<file path="src/rtl/kan_pe_pkg.sv">
// KAN MAC processing element: shared constants and arithmetic helpers.
// Fixed-point rounding and saturation used by the multiply pipe and accumulator.
package kan_pe_pkg;

  localparam int DEF_WORDSIZE = 16;
  localparam int DEF_FRAC     = 8;
  localparam int DEF_LANES    = 2;
  localparam int DEF_PIPE     = 3;
  localparam int DEF_ACCW     = 32;
  localparam int PRODW        = 2 * DEF_WORDSIZE;

  localparam logic signed [DEF_WORDSIZE-1:0] WORD_MAX =
    {1'b0, {(DEF_WORDSIZE-1){1'b1}}};
  localparam logic signed [DEF_WORDSIZE-1:0] WORD_MIN =
    {1'b1, {(DEF_WORDSIZE-1){1'b0}}};
  localparam logic signed [DEF_ACCW-1:0] ACC_MAX =
    {1'b0, {(DEF_ACCW-1){1'b1}}};
  localparam logic signed [DEF_ACCW-1:0] ACC_MIN =
    {1'b1, {(DEF_ACCW-1){1'b0}}};

  function automatic logic signed [63:0] sat_to_word(
    input logic signed [63:0] value,
    input int                 width
  );
    logic signed [63:0] hi;
    logic signed [63:0] lo;
    hi = (64'sd1 <<< (width - 1)) - 64'sd1;
    lo = -(64'sd1 <<< (width - 1));
    if (value > hi) return hi;
    if (value < lo) return lo;
    return value;
  endfunction

  function automatic logic signed [63:0] round_shift(
    input logic signed [63:0] product,
    input int                 frac
  );
    logic signed [63:0] v;
    v = product;
    if (frac > 0) v = v + (64'sd1 <<< (frac - 1));
    return v >>> frac;
  endfunction

endpackage

</file>
<file path="src/rtl/kan_mul_pipe.sv">
// Single-lane signed multiply with round-half-up rescale.
// Rescaled product is clipped to the accumulator width, then delayed PIPE stages.
module kan_mul_pipe
  import kan_pe_pkg::*;
#(
  parameter int WORDSIZE = DEF_WORDSIZE,
  parameter int FRAC     = DEF_FRAC,
  parameter int ACCW     = DEF_ACCW,
  parameter int PIPE     = DEF_PIPE
) (
  input  logic                       iclk,
  input  logic                       irstn,
  input  logic signed [WORDSIZE-1:0] xdata,
  input  logic signed [WORDSIZE-1:0] wdata,
  output logic signed [ACCW-1:0]     prod,
  output logic                       rsat
);

  localparam int PW = 2 * WORDSIZE;

  logic signed [PW-1:0] mul;
  logic signed [63:0]   rs;
  logic                 rs_sat;
  logic signed [ACCW-1:0] d [PIPE];
  logic [PIPE-1:0]        s;

  // Full-precision product, rescale, and detect clipping to ACCW
  always_comb begin
    mul    = PW'(xdata) * PW'(wdata);
    rs     = round_shift(64'(mul), FRAC);
    rs_sat = (rs != sat_to_word(rs, ACCW));
  end

  // Delay line carrying the rescaled product and its clip flag
  always_ff @(posedge iclk or negedge irstn) begin
    if (!irstn) begin
      for (int i = 0; i < PIPE; i++) d[i] <= '0;
      s <= '0;
    end else begin
      d[0] <= ACCW'(sat_to_word(rs, ACCW));
      s[0] <= rs_sat;
      for (int i = 1; i < PIPE; i++) begin
        d[i] <= d[i-1];
        s[i] <= s[i-1];
      end
    end
  end

  assign prod = d[PIPE-1];
  assign rsat = s[PIPE-1];

endmodule

</file>
<file path="src/rtl/kan_mac_pe.sv">
// Multi-lane multiply-accumulate PE with pass-through and sequence modes.
// Shared control pipeline; per-lane accumulator, sticky saturation and output clip.
module kan_mac_pe
  import kan_pe_pkg::*;
#(
  parameter int WORDSIZE = DEF_WORDSIZE,
  parameter int FRAC     = DEF_FRAC,
  parameter int LANES    = DEF_LANES,
  parameter int PIPE     = DEF_PIPE,
  parameter int ACCW     = DEF_ACCW
) (
  input  logic                      iclk,
  input  logic                      irstn,
  input  logic                      ivalid,
  input  logic                      ilast,
  input  logic                      imode,
  input  logic                      iclr,
  input  logic [LANES*WORDSIZE-1:0] xdata,
  input  logic [LANES*WORDSIZE-1:0] wdata,
  output logic [LANES*WORDSIZE-1:0] odata,
  output logic                      ovalid,
  output logic [LANES-1:0]          osat
);

  logic [PIPE-1:0] vp;
  logic [PIPE-1:0] lp;
  logic [PIPE-1:0] mp;
  logic            pv;
  logic            pl;
  logic            pm;

  // Control bits travel alongside the lane products; iclr kills in-flight beats
  always_ff @(posedge iclk or negedge irstn) begin
    if (!irstn) begin
      vp <= '0;
      lp <= '0;
      mp <= '0;
    end else begin
      lp[0] <= ilast;
      mp[0] <= imode;
      for (int i = 1; i < PIPE; i++) begin
        lp[i] <= lp[i-1];
        mp[i] <= mp[i-1];
      end
      if (iclr) begin
        vp <= '0;
      end else begin
        vp[0] <= ivalid;
        for (int i = 1; i < PIPE; i++) vp[i] <= vp[i-1];
      end
    end
  end

  assign pv = vp[PIPE-1];
  assign pl = lp[PIPE-1];
  assign pm = mp[PIPE-1];

  // Result strobe: every pass beat, or the closing beat of a sequence
  always_ff @(posedge iclk or negedge irstn) begin
    if (!irstn) ovalid <= 1'b0;
    else        ovalid <= !iclr && pv && (!pm || pl);
  end

  for (genvar k = 0; k < LANES; k++) begin : g_lane
    logic signed [ACCW-1:0]     prod;
    logic                       rsat;
    logic signed [ACCW-1:0]     acc;
    logic                       stk;
    logic signed [63:0]         sum;
    logic signed [ACCW-1:0]     accn;
    logic                       asat;
    logic signed [ACCW-1:0]     src;
    logic signed [WORDSIZE-1:0] word;
    logic                       csat;
    logic [WORDSIZE-1:0]        od;
    logic                       os;

    kan_mul_pipe #(
      .WORDSIZE(WORDSIZE),
      .FRAC    (FRAC),
      .ACCW    (ACCW),
      .PIPE    (PIPE)
    ) u_mul (
      .iclk (iclk),
      .irstn(irstn),
      .xdata(xdata[k*WORDSIZE +: WORDSIZE]),
      .wdata(wdata[k*WORDSIZE +: WORDSIZE]),
      .prod (prod),
      .rsat (rsat)
    );

    // Saturating accumulate and final clip to the lane word
    always_comb begin
      sum  = 64'(prod) + 64'(acc);
      accn = ACCW'(sat_to_word(sum, ACCW));
      asat = (sum != 64'(accn));
      src  = pm ? accn : prod;
      word = WORDSIZE'(sat_to_word(64'(src), WORDSIZE));
      csat = (64'(src) != 64'(word));
    end

    // Accumulator, sticky flag and held output for this lane
    always_ff @(posedge iclk or negedge irstn) begin
      if (!irstn) begin
        acc <= '0;
        stk <= 1'b0;
        od  <= '0;
        os  <= 1'b0;
      end else if (iclr) begin
        acc <= '0;
        stk <= 1'b0;
      end else if (pv) begin
        if (!pm) begin
          od <= word;
          os <= rsat | csat;
        end else if (pl) begin
          od  <= word;
          os  <= stk | rsat | asat | csat;
          acc <= '0;
          stk <= 1'b0;
        end else begin
          acc <= accn;
          stk <= stk | rsat | asat;
        end
      end
    end

    assign odata[k*WORDSIZE +: WORDSIZE] = od;
    assign osat[k] = os;
  end

endmodule

</file>
<file path="config.mk">
export PLATFORM = sky130hd
export DESIGN_NAME = kan_mac_pe
export DESIGN_NICKNAME = d
export VERILOG_FILES = /design/src/rtl/kan_pe_pkg.sv /design/src/rtl/kan_mul_pipe.sv /design/src/rtl/kan_mac_pe.sv
export SDC_FILE = /design/constraint.sdc
export NUM_CORES = 2
export LEC_CHECK = 0
export BUFFER_PORTS_ARGS = -buffer_cell sky130_fd_sc_hd__buf_2
export CELL_PAD_IN_SITES_DETAIL_PLACEMENT = 1
export CELL_PAD_IN_SITES_GLOBAL_PLACEMENT = 1
export CORE_UTILIZATION = 46
export DETAILED_ROUTE_END_ITERATION = 10
export GPL_ROUTABILITY_DRIVEN = 0
export PLACE_DENSITY = 0.85
export REMOVE_ABC_BUFFERS = 1
export SYNTH_ARGS = -nofsm -noshare
export SYNTH_HDL_FRONTEND = slang
export SYNTH_SLANG_ARGS = --single-unit
</file>
<file path="constraint.sdc">
create_clock -name iclk -period 4 [get_ports iclk]
set_input_delay 0 -clock iclk [delete_from_list [all_inputs] [get_ports iclk]]
set_output_delay 0 -clock iclk [all_outputs]
set_load 0.05 [all_outputs]
</file>
==> run_results.csv, run 1 <==
group,metric,value,unit
run_status,status,"did not finish",
run_status,haltStage,"global routing",
run_status,error,"[ERROR GRT-0232] Routing congestion too high. Check the congestion heatmap in the GUI.",
die,ioPinCount,105,
die,initial_utilization,0.4679,
synthesis,netlist_area,32320,um2
cts,cts_buffers,26,
synthesis,synth_warnings,0,
synthesis,synthAdderAreaFrac,0.4219,
synthesis,synth_flop_cell,"dfrtp_1",
synthesis,synth_cells,3350,
sta,endpoint_type,"register data pin",
global_route,grt-ovfl-total,15,
cts,htree_levels,1,
synthesis,avgSynthCellArea,9.647,um2
global_route,track_usage,0.6857,
place,io_buffer_count,104,
place,dp_slack,-2.839,ns
synthesis,synth.ff_latch_count,272,
synthesis,muxShareOfSynthArea,0.003988,
place,dp_hpwl,91.14,mm
cts,clk_path_buf_depth,3,
cts,cts-root-buf,"clkbuf_16",
synthesis,synth_compound_area_frac,0.1069,
global_route,grt_max_degree,110,
sta,grt_worst_setup_endpoint,"g_lane[1].u_mul.d[95]$_DFF_PN0_/D",
synthesis,synth_xor_xnor_area_share,0.03008,
cts,cts_sinks,272,
synthesis,yosys.area_share.simple,0.1409,
die,die_h,267.1,um
synthesis,synth-async-reset-ratio,1.000,
synthesis,yosysUniqueCellTypes,91,
synthesis,synth-edff-count,0,
synthesis,synth_seq_area_share,0.2106,
synthesis,synth_top_family_by_area,"adder cells",
die,die-width,267.1,um
die,rows,96,
[per-stage QoR]
step / util / cell area (um2) / TNS [ns] / instances
4_1_cts: 0.6004 / 41470 / -50.59 / 4922
3_5_place_dp: 0.5410 / 37360 / -108.88 / 4756
3_3_place_gp: 0.5410 / 37360 / -89.00 / 4756
2_1_floorplan: - / 31830 / -53.91 / 3230
[cell usage after synthesis, types with 33 or more instances]
| library cell | number | share of area |
|---|---|---|
| and2_1 | 234 | 0.045 |
| nand2_1 | 383 | 0.044 |
| ha_1 | 220 | 0.085 |
| clkbuf_1 | 100 | 0.012 |
| o21ai_0 | 121 | 0.019 |
| fa_1 | 536 | 0.33 |
| dfrtp_1 | 272 | 0.21 |
| xor2_1 | 41 | 0.011 |
| inv_1 | 607 | 0.071 |
| a21oi_1 | 129 | 0.020 |
| xnor2_1 | 70 | 0.019 |
| a211oi_1 | 33 | 0.0077 |
| a21o_1 | 34 | 0.0079 |
| nor2_1 | 150 | 0.017 |
[per-layer routing]
| metal | GRT overflow | global-route usage |
|---|---|---|
| met1 | 0 | 0.6665 |
| met2 | 7 | 0.8552 |
| met3 | 3 | 0.5420 |
| met4 | 3 | 0.6907 |
| met5 | 2 | 0.2931 |
[repair_timing]
item | CTS
cloned | 3
resized for setup | 576
setup endpoints to repair | 83
hold endpoints to repair | 91
hold buffers | 6
buffers inserted | 114
pin swaps | 258
[logic make-up after synthesis]
group | Yosys count
AOI/OAI and AO/OA | 510
xor gates and xnor gates | 111
adders and majority gates | 771
buffers and inverters | 728
DFF | 272
muxes | 12
other | 1
and+or+nand+nor | 945
==> inputs of run 2 (changes only) <==
CELL_PAD_IN_SITES_DETAIL_PLACEMENT = default   (was 1)
CELL_PAD_IN_SITES_GLOBAL_PLACEMENT = default   (was 1)
CORE_UTILIZATION = 40   (was 46)
PLACE_DENSITY = default   (was 0.85)
PLACE_DENSITY_LB_ADDON = 0.15   (was default)
clock period = 5.2 ns   (was 4 ns; I/O delays follow)
==> run_results.csv, run 2 <==
group,metric,value,unit
run_status,status,"finished with violations",
run_status,violations,"negative setup slack",
cts,cts_sinks,272,
global_route,grt_max_degree,162,
routing,drt-pass1-iter-count,5,
routing,drc_errors,0,
routing,totalWireLength,82.32,mm
routing,ant_nets,0,
synthesis,synth-async-reset-ratio,1.000,
sta,rsz0062_at_grt,"true",
die,die_h,286.2,um
synthesis,yosys.area.top_type,"fa_1",
place,io_buffer_count,104,
cts,htree_levels,1,
setup_path,end_kind,"flip-flop",
cts,cts_buffers,28,
setup_path,critical_path_required,5.64,ns
synthesis,yosys.area.top_type_share,0.3320,
setup_path,crit_type,"in -> reg",
final_layout,layout-drive-gt1-share,0.1754,
cts,cts-root-buf,"clkbuf_16",
cts,insertion_delay,0.56,ns
final_layout,area.growth.synth_to_final,18.21,%
routing,met1Wirelength,41.24,mm
die,ioPinCount,105,
die,dieArea,81930,um2
global_route,grt_pass1_vias,24790,
sta,max_freq,0.1849,GHz
sta,maxSlewViolCount,0,
sta,setup_violations,6,
synthesis,synth_warnings,0,
synthesis,synth_top_cells_by_count,"inv_1, fa_1, nand2_1, dfrtp_1, and2_1",
final_layout,n_antenna_cell,0,
synthesis,synth_seq_area_share,0.2106,
setup_path,cp-endpoint,"g_lane[1].u_mul.d[94]",
setup_path,path_max_fanout,9,
place,dp.cells,4692,
final_layout,largest-register,"g_lane.u_mul.d",
sta,fin_ws,-0.2088,ns
setup_path,crit_path_max_incr_delay,0.54,ns
cts,path_clk_slew,0.07,ns
setup_path,critPathSlowestCell,"fa_1",
sta,period_share,1.040,
setup_path,cp-start-kind,"input pin",
setup_path,rr_worst_depth,15,
synthesis,synth.ff_latch_count,272,
final_layout,final_nets,4533,
die,die-width,286.2,um
job,drv_cap,0,
routing,num_vias,23580,
global_route,grt_first_pass_wirelength,134.2,mm
routing,wl_met2,36.73,mm
synthesis,yosysUniqueCellTypes,91,
sta,worst_pin_slew,0.9701,ns
setup_path,timing.critical_path.from,"wdata[20]",
synthesis,synth_cells,3350,
global_route,track_usage,0.2034,
setup_path,critPathMostFrequentCell,"fa_1",
setup_path,cp.arrival,5.85,ns
sta,finalHoldViolCount,0,
routing,wl_met3,3.072,mm
sta,min_period,5.409,ns
cts,clk_path_buf_depth,3,
sta,hold_ws,0.08481,ns
die,rows,103,
final_layout,layout_commonest_cell,"inv_1",
final_layout,layout_common_cells,"inv_1, fa_1, nand2_1",
synthesis,avgSynthCellArea,9.647,um2
synthesis,synth_flop_cell,"dfrtp_1",
sta,fin_worst_skew,0.02474,ns
final_layout,fillers,7676,
routing,avgRoutedWirePerCell,17.23,um
setup_path,rr_startpoint,"g_lane[0].u_mul.prod[0]",
synthesis,synth-edff-count,0,
sta,tns,-0.6485,ns
routing,routed.top_layer,"met4",
final_layout,fin_cells,4779,
final_layout,largest_reg_flops,104,
routing,drt_iter0_markers,1343,
setup_path,r2r-end,"g_lane[0].od[1]",
global_route,grt_antenna_before_repair,0,
global_route,grt-ovfl-total,0,
place,dp_hpwl,68.48,mm
synthesis,netlist_area,32320,um2
routing,viasPerCell,4.933,
synthesis,yosysMostFrequentCell,"inv_1",
synthesis,synth.area.top_cells,"fa_1, dfrtp_1, ha_1",
die,core_area,79520,um2
worst_hold_path,hold_path_class,"in -> reg",
cts,cts_tree,"yes",
sta,slew_headroom,0.3533,
die,initial_utilization,0.4064,
setup_path,rrSetupSlack,0.32,ns
==> run 2: worst min path at each step <==
stage / startpoint / end / slack [ns] / cells after the start
global placement: irstn / g_lane[1].od[4] / -0.04 / 1
finish: ilast / lp[0] / 0.08 / 2
floorplan: irstn / g_lane[0].acc[0] / -0.30 / 0
CTS: ilast / lp[0] / 0.06 / 2
detailed placement: irstn / g_lane[1].od[4] / -0.04 / 1
global route: ilast / lp[0] / 0.07 / 2
==> run 2: stage by stage <==
stage | worst slack (ns) | utilization | instance area (um2)
after floorplan | -0.8649 | - | 31830
after global placement | -1.250 | 0.4534 | 36050
after detailed placement | -1.340 | 0.4534 | 36050
after CTS | -0.1886 | 0.4727 | 37590
after global routing | -0.4001 | 0.4804 | 38200
final | -0.2088 | 0.4804 | 38200
==> run 2: what timing repair did <==
item	CTS	global route
gates resized for setup	114	135
buffers inserted	12	18
hold endpoints to repair	79	0
hold buffers	8	0
pin swaps	76	63
endpoints found under the setup margin	31	22
==> run 2: logic make-up after synthesis <==
kind of cell | synth area share
other | 0.0001160
buffers and inverters | 0.08557
adder cells (fa/ha/maj) | 0.4219
multiplexers | 0.003988
XOR/XNOR | 0.03008
flip-flops | 0.2106
AO/OA/AOI/OAI | 0.1069
AND/OR/NAND/NOR | 0.1409
==> run 2: cell type report <==
cell class / count / area, um2 / share of cell area
Sequential cell: 272 / 6808 / 0.1782
Clock inverter: 21 / 232.7 / 0.006092
Clock buffer: 31 / 721.9 / 0.01890
Timing Repair Buffer: 447 / 3570 / 0.09344
Tap cell: 1050 / 1314 / 0.03439
Inverter: 607 / 2281 / 0.05971
Multi-Input combinational cell: 2351 / 23270 / 0.6093
==> run 2: worst max-delay path: cells and delay by family <==
kind | cells | cell delay (ns)
and+or+nand+nor | 3 | 0.31
buffers and inverters | 5 | 0.33
adders and majority gates | 7 | 3.19
AOI/OAI and AO/OA | 9 | 1.93
xor gates and xnor gates | 1 | 0.10
==> run 2: routing by layer <==
metal  vias to the layer above  global-route usage
met5                         -                   0
met4                         0             0.03369
met3                        68             0.01653
met2                       453              0.3241
met1                     11800              0.3060
li1                      11260                   -
Power of run 2 is left out: the tool's default activity adds up to more than one toggle a clock period on the data nets, which glitch-free logic cannot reach.
